**src/rtl/gtx_tx_sync_seq_pkg.sv**
```systemverilog
// Shared constants for the GTX TX phase-alignment sequencer: state encoding,
// counter width and the registered-state bundle that is triplicated in the TMR build.
package gtx_tx_sync_seq_pkg;

  localparam int CNT_W = 14;

  // Encodings are kept as plain constants so they match the legacy netlists.
  localparam logic [2:0] ST_IDLE         = 3'd0;
  localparam logic [2:0] ST_WAIT_RSTDONE = 3'd1;
  localparam logic [2:0] ST_ALIGN_EN     = 3'd2;
  localparam logic [2:0] ST_SET_PHASE    = 3'd3;
  localparam logic [2:0] ST_DONE         = 3'd4;

  typedef struct packed {
    logic [2:0]       state;
    logic [CNT_W-1:0] cnt;
    logic             align_en;
    logic             set_phase;
    logic             done;
    logic             err;
  } seq_regs_t;

  localparam seq_regs_t SEQ_REGS_RST = '{
    state:     ST_IDLE,
    cnt:       '0,
    align_en:  1'b0,
    set_phase: 1'b0,
    done:      1'b0,
    err:       1'b0
  };

  // Terminal count for a phase lasting `cycles` clocks.
  function automatic logic [CNT_W-1:0] last_count(input int cycles);
    return CNT_W'(cycles - 1);
  endfunction

endpackage

```
**src/rtl/gtx_tx_sync_seq_if.sv**
```systemverilog
// Control bundle between the TX sync sequencer, the GTX transceiver and the
// trigger-clock start FSM.
interface gtx_tx_sync_seq_if;

  logic GTX_RST;
  logic TX_RESETDONE;
  logic RESTART;
  logic TXENPMAPHASEALIGN;
  logic TXPMASETPHASE;
  logic SYNC_DONE;
  logic SYNC_ERR;

  modport master (
    input  GTX_RST,
    input  TX_RESETDONE,
    input  RESTART,
    output TXENPMAPHASEALIGN,
    output TXPMASETPHASE,
    output SYNC_DONE,
    output SYNC_ERR
  );

  modport slave (
    output GTX_RST,
    output TX_RESETDONE,
    output RESTART,
    input  TXENPMAPHASEALIGN,
    input  TXPMASETPHASE,
    input  SYNC_DONE,
    input  SYNC_ERR
  );

endinterface

```
**src/rtl/gtx_tx_sync_seq_maj3.sv**
```systemverilog
// Bitwise 2-of-3 majority voter used to resolve the triplicated sequencer state.
module maj3 #(
  parameter int WIDTH = 1
) (
  input  logic [WIDTH-1:0] a,
  input  logic [WIDTH-1:0] b,
  input  logic [WIDTH-1:0] c,
  output logic [WIDTH-1:0] y
);

  assign y = (a & b) | (a & c) | (b & c);

endmodule

```
**src/rtl/gtx_tx_sync_seq.sv**
```systemverilog
// GTX TX PMA phase-alignment sequencer. Define GTX_TX_SYNC_TMR_EN to triplicate
// every register with 2-of-3 voting; port behaviour is the same in both builds.
module gtx_tx_sync_seq #(
  parameter int ALIGN_WAIT   = 512,
  parameter int SETPHASE_CYC = 8192,
  parameter int RSTDONE_TMO  = 16383
) (
  input  logic              CLK,
  input  logic              RST_N,
  gtx_tx_sync_seq_if.master bus
);

  import gtx_tx_sync_seq_pkg::*;

  localparam logic [CNT_W-1:0] ALIGN_LAST = last_count(ALIGN_WAIT);
  localparam logic [CNT_W-1:0] SET_LAST   = last_count(SETPHASE_CYC);
  localparam logic [CNT_W-1:0] TMO_LAST   = last_count(RSTDONE_TMO);

  seq_regs_t        cur;
  seq_regs_t        nxt;
  logic [2:0]       nxt_state;
  logic [CNT_W-1:0] nxt_cnt;
  logic             timeout;

  // NOTE: every variable gets a default at the top of always_comb so no path
  // leaves it unassigned; a missing default would infer a latch.
  always_comb begin
    nxt_state = ST_IDLE;
    nxt_cnt   = '0;
    timeout   = 1'b0;
    if (!bus.GTX_RST) begin
      case (cur.state)
        ST_IDLE: nxt_state = ST_WAIT_RSTDONE;

        ST_WAIT_RSTDONE: begin
          if (bus.TX_RESETDONE) begin
            nxt_state = ST_ALIGN_EN;
          end else begin
            nxt_state = ST_WAIT_RSTDONE;
            if (cur.cnt == TMO_LAST) timeout = 1'b1;
            else                     nxt_cnt = cur.cnt + 1'b1;
          end
        end

        // Losing TX_RESETDONE outranks RESTART in every aligning state.
        ST_ALIGN_EN: begin
          if (!bus.TX_RESETDONE)          nxt_state = ST_WAIT_RSTDONE;
          else if (bus.RESTART)           nxt_state = ST_ALIGN_EN;
          else if (cur.cnt == ALIGN_LAST) nxt_state = ST_SET_PHASE;
          else begin
            nxt_state = ST_ALIGN_EN;
            nxt_cnt   = cur.cnt + 1'b1;
          end
        end

        ST_SET_PHASE: begin
          if (!bus.TX_RESETDONE)        nxt_state = ST_WAIT_RSTDONE;
          else if (bus.RESTART)         nxt_state = ST_ALIGN_EN;
          else if (cur.cnt == SET_LAST) nxt_state = ST_DONE;
          else begin
            nxt_state = ST_SET_PHASE;
            nxt_cnt   = cur.cnt + 1'b1;
          end
        end

        ST_DONE: begin
          if (!bus.TX_RESETDONE) nxt_state = ST_WAIT_RSTDONE;
          else if (bus.RESTART)  nxt_state = ST_ALIGN_EN;
          else                   nxt_state = ST_DONE;
        end

        default: nxt_state = ST_IDLE;
      endcase
    end
  end

  // Outputs are decoded from the next state so they move on the same edge as it.
  always_comb begin
    nxt           = SEQ_REGS_RST;
    nxt.state     = nxt_state;
    nxt.cnt       = nxt_cnt;
    nxt.align_en  = (nxt_state == ST_ALIGN_EN) || (nxt_state == ST_SET_PHASE) ||
                    (nxt_state == ST_DONE);
    nxt.set_phase = (nxt_state == ST_SET_PHASE);
    nxt.done      = (nxt_state == ST_DONE);
    nxt.err       = timeout | (cur.err & ~bus.RESTART);
  end

`ifdef GTX_TX_SYNC_TMR_EN
  seq_regs_t                     copy0_q;
  seq_regs_t                     copy1_q;
  seq_regs_t                     copy2_q;
  logic [$bits(seq_regs_t)-1:0] voted;

  // NOTE: state registers use non-blocking assignments so every flop samples
  // pre-edge values regardless of block evaluation order.
  always_ff @(posedge CLK) begin
    if (!RST_N) begin
      copy0_q <= SEQ_REGS_RST;
      copy1_q <= SEQ_REGS_RST;
      copy2_q <= SEQ_REGS_RST;
    end else begin
      copy0_q <= nxt;
      copy1_q <= nxt;
      copy2_q <= nxt;
    end
  end

  // All copies reload from the voted value, so a single upset is scrubbed next edge.
  maj3 #(
    .WIDTH ($bits(seq_regs_t))
  ) u_vote (
    .a (copy0_q),
    .b (copy1_q),
    .c (copy2_q),
    .y (voted)
  );

  assign cur = seq_regs_t'(voted);
`else
  seq_regs_t regs_q;

  always_ff @(posedge CLK) begin
    if (!RST_N) regs_q <= SEQ_REGS_RST;
    else        regs_q <= nxt;
  end

  assign cur = regs_q;
`endif

  assign bus.TXENPMAPHASEALIGN = cur.align_en;
  assign bus.TXPMASETPHASE     = cur.set_phase;
  assign bus.SYNC_DONE         = cur.done;
  assign bus.SYNC_ERR          = cur.err;

endmodule

```
**src/flat_wrapper.sv**
```systemverilog
// flat-port wrapper written by rule: the top's interface ports become plain ports
module gtx_tx_sync_seq_flat import gtx_tx_sync_seq_pkg::*;
#(
  parameter int ALIGN_WAIT   = 512,
  parameter int SETPHASE_CYC = 8192,
  parameter int RSTDONE_TMO  = 16383
)
  (CLK, RST_N, bus_GTX_RST, bus_TX_RESETDONE, bus_RESTART, bus_TXENPMAPHASEALIGN, bus_TXPMASETPHASE, bus_SYNC_DONE, bus_SYNC_ERR);
  gtx_tx_sync_seq_if bus_i ();
  input  logic CLK;
  input  logic RST_N;
  input wire logic [$bits(bus_i.GTX_RST)-1:0] bus_GTX_RST;
  input wire logic [$bits(bus_i.TX_RESETDONE)-1:0] bus_TX_RESETDONE;
  input wire logic [$bits(bus_i.RESTART)-1:0] bus_RESTART;
  output wire logic [$bits(bus_i.TXENPMAPHASEALIGN)-1:0] bus_TXENPMAPHASEALIGN;
  output wire logic [$bits(bus_i.TXPMASETPHASE)-1:0] bus_TXPMASETPHASE;
  output wire logic [$bits(bus_i.SYNC_DONE)-1:0] bus_SYNC_DONE;
  output wire logic [$bits(bus_i.SYNC_ERR)-1:0] bus_SYNC_ERR;
  assign bus_i.GTX_RST = bus_GTX_RST;
  assign bus_i.TX_RESETDONE = bus_TX_RESETDONE;
  assign bus_i.RESTART = bus_RESTART;
  assign bus_TXENPMAPHASEALIGN = bus_i.TXENPMAPHASEALIGN;
  assign bus_TXPMASETPHASE = bus_i.TXPMASETPHASE;
  assign bus_SYNC_DONE = bus_i.SYNC_DONE;
  assign bus_SYNC_ERR = bus_i.SYNC_ERR;
  gtx_tx_sync_seq #(.ALIGN_WAIT(ALIGN_WAIT), .SETPHASE_CYC(SETPHASE_CYC), .RSTDONE_TMO(RSTDONE_TMO)) u_core (.CLK(CLK), .RST_N(RST_N), .bus(bus_i));
endmodule
```
**config.mk**
```make
export PLATFORM = sky130hd
export DESIGN_NAME = gtx_tx_sync_seq_flat
export DESIGN_NICKNAME = d
export VERILOG_FILES = /design/src/rtl/gtx_tx_sync_seq_pkg.sv /design/src/rtl/gtx_tx_sync_seq_if.sv /design/src/rtl/gtx_tx_sync_seq_maj3.sv /design/src/rtl/gtx_tx_sync_seq.sv /design/src/flat_wrapper.sv
export SDC_FILE = /design/constraint.sdc
export NUM_CORES = 1
export LEC_CHECK = 0
export CORE_MARGIN = 3
export CORE_UTILIZATION = 55
export CTS_CLUSTER_DIAMETER = 60
export DETAILED_ROUTE_END_ITERATION = 10
export HOLD_SLACK_MARGIN = 0.12
export PLACE_DENSITY = 0.76
export SLEW_MARGIN = 15
export SYNTH_ARGS = -nofsm -noshare
export SYNTH_HDL_FRONTEND = slang
export SYNTH_SLANG_ARGS = --single-unit
```
**constraint.sdc**
```tcl
create_clock -name CLK -period 2.2 [get_ports CLK]
set_input_delay 0.44 -clock CLK [delete_from_list [all_inputs] [get_ports CLK]]
set_output_delay 0.44 -clock CLK [all_outputs]
set_load 0.02 [all_outputs]
```
## Word level (Yosys, flattened, before mapping)

Cells that the tools add are included.

| cells by class | value |
|---|---|
| add/subtract/negate cells | 1 |
| $mul | 0 |
| div/mod/pow operators | 0 |
| order comparisons | 0 |
| equal/unequal tests | 10 |
| shift operators | 0 |
| muxes and demuxes | 24 |
| bitwise gates (word level) | 4 |
| reductions and logical operators | 4 |

Operators by type and width:

| operator | count |
|---|---|
| 14-bit two-way mux | 8 |
| 14-bit one-hot mux with 3 select lines | 1 |
| 3-bit two-way mux | 8 |
| 3-bit one-hot mux with 5 select lines | 1 |
| 14-bit by 1-bit adder with 14-bit output (second input constant) | 1 |
| 14-bit by 13-bit equality test with 1-bit output (second input constant) | 1 |
| 14-bit equality test (second input constant) | 1 |
| 14-bit by 9-bit equality test with 1-bit output (second input constant) | 1 |
| 3-bit by 2-bit equality test with 1-bit output (second input constant) | 4 |
| 3-bit equality test (second input constant) | 2 |
| 1-bit two-way mux | 5 |
| 3-bit by 1-bit equality test with 1-bit output (second input constant) | 1 |
| 3-bit zero test | 1 |
| 1-bit logical OR | 2 |
| 2-bit two-way mux | 1 |
| 1-bit inverter | 2 |
| 2-bit OR reduction | 1 |
| 1-bit AND | 1 |
| 1-bit OR | 1 |

| word-level totals | value |
|---|---|
| register bits after elaboration | 21 |
| latch bits | 0 |
| RAM bits | 0 |
| bits in read-only memories | 0 |
| input port bits | 5 |
| output and inout bits | 4 |
| memories kept | 0 |

## Depth between registers and ports, before layout

Gate-level depths: netlist of run 1.

| logic depth | value |
|---|---|
| depth after elaboration | 9 |
| depth in mapped cells | 7 |
| depth with buffers taken out | 6 |

## Worst setup path before layout of run 1

No wires, ideal clock.

| timing | value |
|---|---|
| path type | reg2reg |
| from | reg u_core.regs_q (netlist bit u_core.cur[16]) |
| to | reg u_core.regs_q (netlist bit u_core.cur[18]) |
| setup time | 0.103 ns |
| arrival time | 1.497 ns |
| slack | 0.600 ns |
| stages on the path, launching flop included | 5 |
| clock period less this slack | 1.600 ns |
| path through | dfxtp_1 -> or4_4 -> a211oi_2 -> a31oi_1 -> a2111oi_2 |

| between the ends | value |
|---|---|
| longest elaborated chain between the ends | 6 |
| elaborated cells on any way between the ends | 10 |
| classes of those cells | eq/ne (2); mux (8) |

Ends and longest elaborated chain:

| item | RTL line | source |
|---|---|---|
| from (decl) | gtx_tx_sync_seq.sv:121 | `seq_regs_t regs_q;` |
| from (signal assigned) | gtx_tx_sync_seq.sv:125 | `else regs_q <= nxt;` |
| 14-bit by 13-bit equality test with 1-bit output or 14-bit by 9-bit equality test with 1-bit output (tied branches) | gtx_tx_sync_seq.sv:59, gtx_tx_sync_seq.sv:49 |  |
| 3-bit two-way mux or 1-bit two-way mux (tied branches) | gtx_tx_sync_seq.sv:59, gtx_tx_sync_seq.sv:49 |  |
| 3-bit two-way mux, on equally long branches | gtx_tx_sync_seq.sv:58, gtx_tx_sync_seq.sv:48 |  |
| 3-bit two-way mux, on equally long branches | gtx_tx_sync_seq.sv:57, gtx_tx_sync_seq.sv:47 |  |
| 3-bit one-hot mux with 5 select lines (*) | gtx_tx_sync_seq.sv:32 | `case (cur.state)` |
| 3-bit two-way mux (*) | gtx_tx_sync_seq.sv:31 | `if (!bus.GTX_RST) begin` |

Every way passes the cells marked *; elsewhere a longest branch is shown, timed or not.
A chain may end at the register's enable or synchronous reset.

## Worst setup path after layout of run 1

Same ends and word-level chain as after synthesis.

==> impl_metrics.env, run 1 <==
export IMPL_crit_path_cell_trace="or4_4, a211oi_2, a31oi_1, a2111oi_2"
export IMPL_wl_mm=1.89
export IMPL_pre_cts_ws_ps=191
export IMPL_synth_top_area_share_pct=40.2
export IMPL_start_util_pct=59.2
export IMPL_clk_pin_slew_worst_paths_ps=110
export IMPL_wire_per_inst_um=12.8
export IMPL_pwr_share_clk_pct=30.2
export IMPL_cts_sinks=21
export IMPL_cts_tree="yes"
export IMPL_rows=15
export IMPL_clockBufferDepth=2
export IMPL_first_global_vias=775
export IMPL_grt_pass1_wl_mm=3.17
export IMPL_grt_max_degree=15
export IMPL_setup_viol=0
export IMPL_power_internal_mw=0.470
export IMPL_worst_pin_slew_ps=448
export IMPL_fillers=164
export IMPL_gp_congestion=0.780
export IMPL_p_switching_mw=0.129
export IMPL_hold_viol_final=0
export IMPL_antenna_left=0
export IMPL_yosysTopAreaCell="dfxtp_1"
export IMPL_cpLargestDelayFamily="compound AO/OA/AOI/OAI gates"
export IMPL_synth_top_cells_by_count="21 x dfxtp_1, 14 x a21oi_1, 11 x xnor2_1"
export IMPL_final_period_utilization_pct=80.4
export IMPL_yosys_top_cells_area="dfxtp_1 40%, xnor2_1 9.2%, a21oi_1 6.7%"
export IMPL_synth_distinct_cells=37
export IMPL_num_vias=842
export IMPL_cp_end_kind="flip-flop"
export IMPL_overflow=0
export IMPL_crit_path_max_fanout=4
export IMPL_chipHeight_um=49.6
export IMPL_drtIter0Drc=14
export IMPL_io_pins=9
export IMPL_ys_async_sr_fraction_pct=0
export IMPL_cts_root_buf="clkbuf_4"
export IMPL_finalClockSkew_ps=2.79
export IMPL_io_buffers=8
export IMPL_swShare_pct=21.5
export IMPL_clk_latency_ps=300
export IMPL_power_frac_seq_pct=64.5
export IMPL_power_density_mw_per_mm2=516
export IMPL_setup_ws_ps=432
export IMPL_cp_start_kind="flip-flop"
export IMPL_die_area_mm2=0.00246
export IMPL_synth_edf_count=0
export IMPL_hold_buffers=0
export IMPL_peakVddDrop_v=0.000394
export IMPL_arrival_ps=1970
export IMPL_cp_slowest_cell="or4_4"
export IMPL_multi_input_area_um2=569
export IMPL_ys_ff_latch=21
export IMPL_max_slew_margin_pct=70.1
export IMPL_drv_cap=0
export IMPL_antennaDiodeCount=0
export IMPL_setup_tns_final_ps=0
export IMPL_cpPeakStageDelay_ps=550
export IMPL_drv_slew=0
export IMPL_cts_buffers=3
export IMPL_hp_class="reg -> reg"
export IMPL_status="finished clean"
export IMPL_synth_cells=114
export IMPL_coreArea_mm2=0.00176
export IMPL_avgViaCountPerCell=5.69
export IMPL_layout_min_cycle_time_ps=1770
export IMPL_crit_buf_inv=0
export IMPL_synth_nets=121
export IMPL_final_seq_area_um2=420
export IMPL_cts_resized=0
export IMPL_rsz0062_at_grt="no"
export IMPL_drtPass1Iterations=4
export IMPL_route_detailed_drc=0
export IMPL_post_cts_buffers=0
export IMPL_htreeDepth=1
export IMPL_drive_gt1_share_pct=11.4
export IMPL_netlist_area_mm2=0.00104
export IMPL_fp_dieW_um=49.6
export IMPL_clock_fmax_mhz=566
export IMPL_synth_most_common_cell="dfxtp_1"
export IMPL_p_comb_share_pct=5.3
export IMPL_track_usage_pct=16.6
export IMPL_antenna_found_initial=0
export IMPL_syn_avg_cell_area_um2=9.16
export IMPL_syn_to_final_growth_pct=11.1
export IMPL_p_leak_nw=0.352
export IMPL_criticalPathCategory="reg -> reg"
export IMPL_dp_hpwl_mm=1.39
export IMPL_synthFlopType="dfxtp_1"
export IMPL_layout_nets=131
export IMPL_seq_area_frac_synth_pct=40.2
export IMPL_ys_warn_count=0
export IMPL_required_ps=2400
## layout make-up
type | count | share of cell area, %
clock buffer | 4 | 2.26
inverter | 7 | 2.26
multi-input combinational | 82 | 49.0
sequential | 21 | 36.2
tap | 25 | 2.69
timing repair buffer | 9 | 7.54
## routing by layer
metal / part of all wire (%) / up-vias / global-route usage [%]
met5: 0 / - / 0
met4: 2.3 / 0 / 9.68
met3: 3.5 / 5 / 3.02
met2: 50 / 15 / 28.4
met1: 44 / 393 / 19.1
li1: - / 429 / -
## logic make-up after synthesis
kind of cell | share of synthesized area (%)
fa+ha+maj | 2.39
buf+inv | 5.27
compound gates | 16.4
xor+xnor | 10.1
mux | 1.08
flops | 40.2
simple gates | 24.6
## power groups by stage
stage | Clock [mW] | Sequential, mW | Combinational, mW
6_report | 0.181 | 0.386 | 0.0315
5_1_grt | 0.200 | 0.387 | 0.0342
4_1_cts | 0.190 | 0.386 | 0.0315
3_5_place_dp | 0 | 0.395 | 0.0314
3_3_place_gp | 0 | 0.395 | 0.0303
2_1_floorplan | 0 | 0.393 | 0.0193
## metrics by stage
| step | area [um2] | total power, mW | instances | util, % | hold slack [ps] |
|---|---|---|---|---|---|
| floorplan | 1040 | 0.412 | 114 | - | 453 |
| global placement | 1130 | 0.425 | 144 | 64.3 | 475 |
| CTS | 1160 | 0.608 | 148 | 65.8 | 509 |
| finish | 1160 | 0.599 | 148 | 65.8 | 507 |
| global route | 1160 | 0.622 | 148 | 65.8 | 539 |
| detailed placement | 1130 | 0.426 | 144 | 64.3 | 486 |
## cell usage in the layout (no fill, tap or decap), types with 3 or more instances in the layout
| master | synthesis | final |
|---|---|---|
| nor3_1 | 5 | 5 |
| xnor2_1 | 11 | 11 |
| a21oi_1 | 14 | 14 |
| clkdlybuf4s50_1 | 0 | 8 |
| nor2_1 | 6 | 6 |
| nor4_1 | 3 | 3 |
| dfxtp_1 | 21 | 21 |
| inv_1 | 7 | 7 |
| nand2_1 | 5 | 5 |
| nand3_1 | 6 | 6 |
| clkbuf_4 | 0 | 3 |
## sequential cells by signal, summed over array words and instances, names as in the netlist
register,cells
u_core.bus.TXPMASETPHASE,1
u_core.bus.SYNC_ERR,1
u_core.cur,17
u_core.bus.SYNC_DONE,1
u_core.bus.TXENPMAPHASEALIGN,1
## worst reg2reg max path, stage by stage, from the launching register on
cell       delay [ps]
dfxtp_1           360
or4_4             550
a211oi_2          240
a31oi_1           150
a2111oi_2         370
## final timing paths
| kind | from | end | slack [ps] | cells past startpoint |
|---|---|---|---|---|
| hold / removal | u_core.cur[4]$_SDFF_PP0_ | u_core.cur[4]$_SDFF_PP0_ | 510 | 1 |
| hold reg to reg | u_core.cur[4]$_SDFF_PP0_ | u_core.cur[4]$_SDFF_PP0_ | 510 | 1 |
| setup reg to reg | u_core.cur[16]$_SDFF_PP0_ | u_core.cur[18]$_SDFF_PN0_ | 430 | 4 |
| setup / recovery | u_core.cur[16]$_SDFF_PP0_ | u_core.cur[18]$_SDFF_PN0_ | 430 | 4 |
Note: power is estimated with default switching activity, not from simulation.
==> run 2: changes to the inputs <==
--- a/config.mk
+++ b/config.mk
@@ -6,11 +6,11 @@
 export NUM_CORES = 1
 export LEC_CHECK = 0
 export CORE_MARGIN = 3
-export CORE_UTILIZATION = 55
+export CORE_UTILIZATION = 50
 export CTS_CLUSTER_DIAMETER = 60
 export DETAILED_ROUTE_END_ITERATION = 10
 export HOLD_SLACK_MARGIN = 0.12
-export PLACE_DENSITY = 0.76
+export PLACE_DENSITY = 0.73
 export SLEW_MARGIN = 15
 export SYNTH_ARGS = -nofsm -noshare
 export SYNTH_HDL_FRONTEND = slang
==> constraint.sdc (replaced) <==
create_clock -name CLK -period 1.6 [get_ports CLK]
set_input_delay 0.32 -clock CLK [delete_from_list [all_inputs] [get_ports CLK]]
set_output_delay 0.32 -clock CLK [all_outputs]
set_load 0.02 [all_outputs]
==> run 2 against run 1 <==
Against the previous run:
- routed wire length grew 29%
- clock power grew 39%
- clock skew is 10 ps higher
- via count up 11%
- sequential cell count unchanged
- clock-buffer cell count decreased by 1
- non-clock buffer count up 19
- worst setup slack lost 420 ps
- critical path type unchanged
- maximum frequency rose by 11%
- hold slack about the same
- critical endpoint is now u_core.cur[16]$_SDFF_PP0_
- sequential share of layout area down 4.9 points
- register-to-register slack got worse by 420 ps
==> impl_metrics.env, run 2 (synthesized netlist as in run 1, its figures left out) <==
export IMPL_status="finished clean"
export IMPL_coreArea_mm2=0.00184
export IMPL_layout_nets=150
export IMPL_worst_pin_slew_ps=359
export IMPL_hold_viol_final=0
export IMPL_pre_cts_ws_ps=-184
export IMPL_final_util_pct=74.0
export IMPL_cts_root_buf="clkbuf_4"
export IMPL_regToRegSetupSlack_ps=8
export IMPL_p_comb_share_pct=7.4
export IMPL_avgViaCountPerCell=5.58
export IMPL_route_detailed_drc=0
export IMPL_max_slew_margin_pct=76.0
export IMPL_p_total_mw=0.844
export IMPL_drv_slew=0
export IMPL_crit_path_cell_trace="or4_4, o22ai_1, a211o_4, a21oi_1"
export IMPL_start_util_pct=56.8
export IMPL_power_density_mw_per_mm2=620
export IMPL_fin_cells=167
export IMPL_wl_mm=2.43
export IMPL_largest_reg_flops=17
export IMPL_crit_buf_inv=0
export IMPL_setup_ws_ps=8.29
export IMPL_mostFrequentLayoutCell="buf_4"
export IMPL_crit_path_max_fanout=14
export IMPL_rsz0062_at_grt="yes"
export IMPL_first_global_vias=929
export IMPL_cts_tree="yes"
export IMPL_cpPeakStageDelay_ps=550
export IMPL_final_period_utilization_pct=99.5
export IMPL_drv_cap=0
export IMPL_drtPass1Iterations=4
export IMPL_swShare_pct=22.7
export IMPL_finalClockSkew_ps=12.9
export IMPL_die_area_mm2=0.00267
export IMPL_clockBufferDepth=2
export IMPL_cp_end_kind="flip-flop"
export IMPL_drtIter0Drc=23
export IMPL_rows=15
export IMPL_power_frac_seq_pct=62.7
export IMPL_peakVddDrop_v=0.000551
export IMPL_fp_dieW_um=51.7
export IMPL_dpl_cell_count=161
export IMPL_power_internal_mw=0.652
export IMPL_antennaDiodeCount=0
export IMPL_hp_class="reg -> reg"
export IMPL_drive_gt1_share_pct=30.3
export IMPL_grt_max_degree=15
export IMPL_setup_tns_final_ps=0
export IMPL_pwr_share_clk_pct=29.8
export IMPL_chipHeight_um=51.7
export IMPL_antenna_left=0
export IMPL_antenna_found_initial=0
export IMPL_cpLargestDelayFamily="compound AO/OA/AOI/OAI gates"
export IMPL_layout_common_cells="20 x buf_4, 18 x dfxtp_1, 14 x a21oi_1"
export IMPL_io_buffers=8
export IMPL_cp_slowest_cell="or4_4"
export IMPL_clk_latency_ps=310
export IMPL_required_ps=1790
export IMPL_arrival_ps=1780
export IMPL_gp_congestion=0.861
export IMPL_cp_start_kind="flip-flop"
export IMPL_num_vias=932
export IMPL_grt_pass1_wl_mm=4.09
export IMPL_layout_min_cycle_time_ps=1590
export IMPL_clock_fmax_mhz=628
export IMPL_syn_to_final_growth_pct=30.3
export IMPL_p_leak_nw=0.477
export IMPL_dp_hpwl_mm=1.65
export IMPL_clk_pin_slew_worst_paths_ps=120
export IMPL_setup_viol=0
export IMPL_overflow=0
export IMPL_cts_buffers=3
export IMPL_p_switching_mw=0.192
export IMPL_htreeDepth=1
export IMPL_track_usage_pct=20.1
export IMPL_criticalPathCategory="reg -> reg"
export IMPL_wire_per_inst_um=14.6
export IMPL_cts_sinks=21
export IMPL_io_pins=9
export IMPL_fillers=157
## run 2: final timing paths
path	end	cells after the start	start
min reg2reg	u_core.bus.SYNC_ERR$_SDFF_PN0_	2	u_core.bus.SYNC_ERR$_SDFF_PN0_
max	u_core.cur[16]$_SDFF_PP0_	4	u_core.cur[16]$_SDFF_PP0_
min	u_core.bus.SYNC_ERR$_SDFF_PN0_	2	u_core.bus.SYNC_ERR$_SDFF_PN0_
max reg2reg	u_core.cur[16]$_SDFF_PP0_	4	u_core.cur[16]$_SDFF_PP0_
## run 2: layer usage
metal | global-route usage, % | up-vias | routed length, um
met2 | 31.4 | 14 | 1250
met4 | 9.61 | 0 | 17
li1 | - | 469 | -
met1 | 27.2 | 447 | 1110
met5 | 0 | - | 0
met3 | 2.87 | 2 | 63
## run 2: through the flow
step	area, um2	hold slack (ps)
3_3_place_gp	1260	462
4_1_cts	1300	514
6_report	1360	507
5_1_grt	1360	560
3_5_place_dp	1260	479
2_1_floorplan	1040	396
## run 2: repair_timing
item | 4_1_cts | 5_1_grt
cloned | 0 | 0
buffers inserted | 0 | 2
setup endpoints to repair | 17 | 18
pin swaps | 5 | 1
hold buffers | 0 | 0
resized for setup | 3 | 12
## run 2: power groups by stage
| stage | clock network (mW) | registers (mW) | logic, mW |
|---|---|---|---|
| 2_1_floorplan | 0 | 0.541 | 0.0266 |
| 3_3_place_gp | 0 | 0.542 | 0.0538 |
| 3_5_place_dp | 0 | 0.542 | 0.0548 |
| 4_1_cts | 0.266 | 0.531 | 0.0558 |
| 5_1_grt | 0.279 | 0.530 | 0.0678 |
| 6_report | 0.252 | 0.529 | 0.0629 |
## run 2: cell type report
type                            instances  area [um2]  area share [%]
Multi-Input combinational cell         82         621            45.6
Sequential cell                        21         427            31.3
Timing Repair Buffer                   28         229            16.8
Tap cell                               25        31.3            2.30
Inverter                                7        26.3            1.93
Clock buffer                            3        22.5            1.65
Clock inverter                          1        5.00           0.368
## run 2: worst register-to-register path, delay by kind of cell, from the launching register on
family / cells / cell delay, ps
simple gates: 1 / 550
compound gates: 3 / 600
flops: 1 / 340
==> run 3: changes to the inputs <==
--- a/config.mk
+++ b/config.mk
@@ -5,11 +5,12 @@
 export SDC_FILE = /design/constraint.sdc
 export NUM_CORES = 1
 export LEC_CHECK = 0
+export ABC_CLOCK_PERIOD_IN_PS = 1600
 export CORE_MARGIN = 3
 export CORE_UTILIZATION = 50
 export CTS_CLUSTER_DIAMETER = 60
 export DETAILED_ROUTE_END_ITERATION = 10
-export HOLD_SLACK_MARGIN = 0.12
+export HOLD_SLACK_MARGIN = 0.06
 export PLACE_DENSITY = 0.73
 export SLEW_MARGIN = 15
 export SYNTH_ARGS = -nofsm -noshare
==> results of run 3 <==
The final DEF is identical to that of run 2; final timing and power are the same.
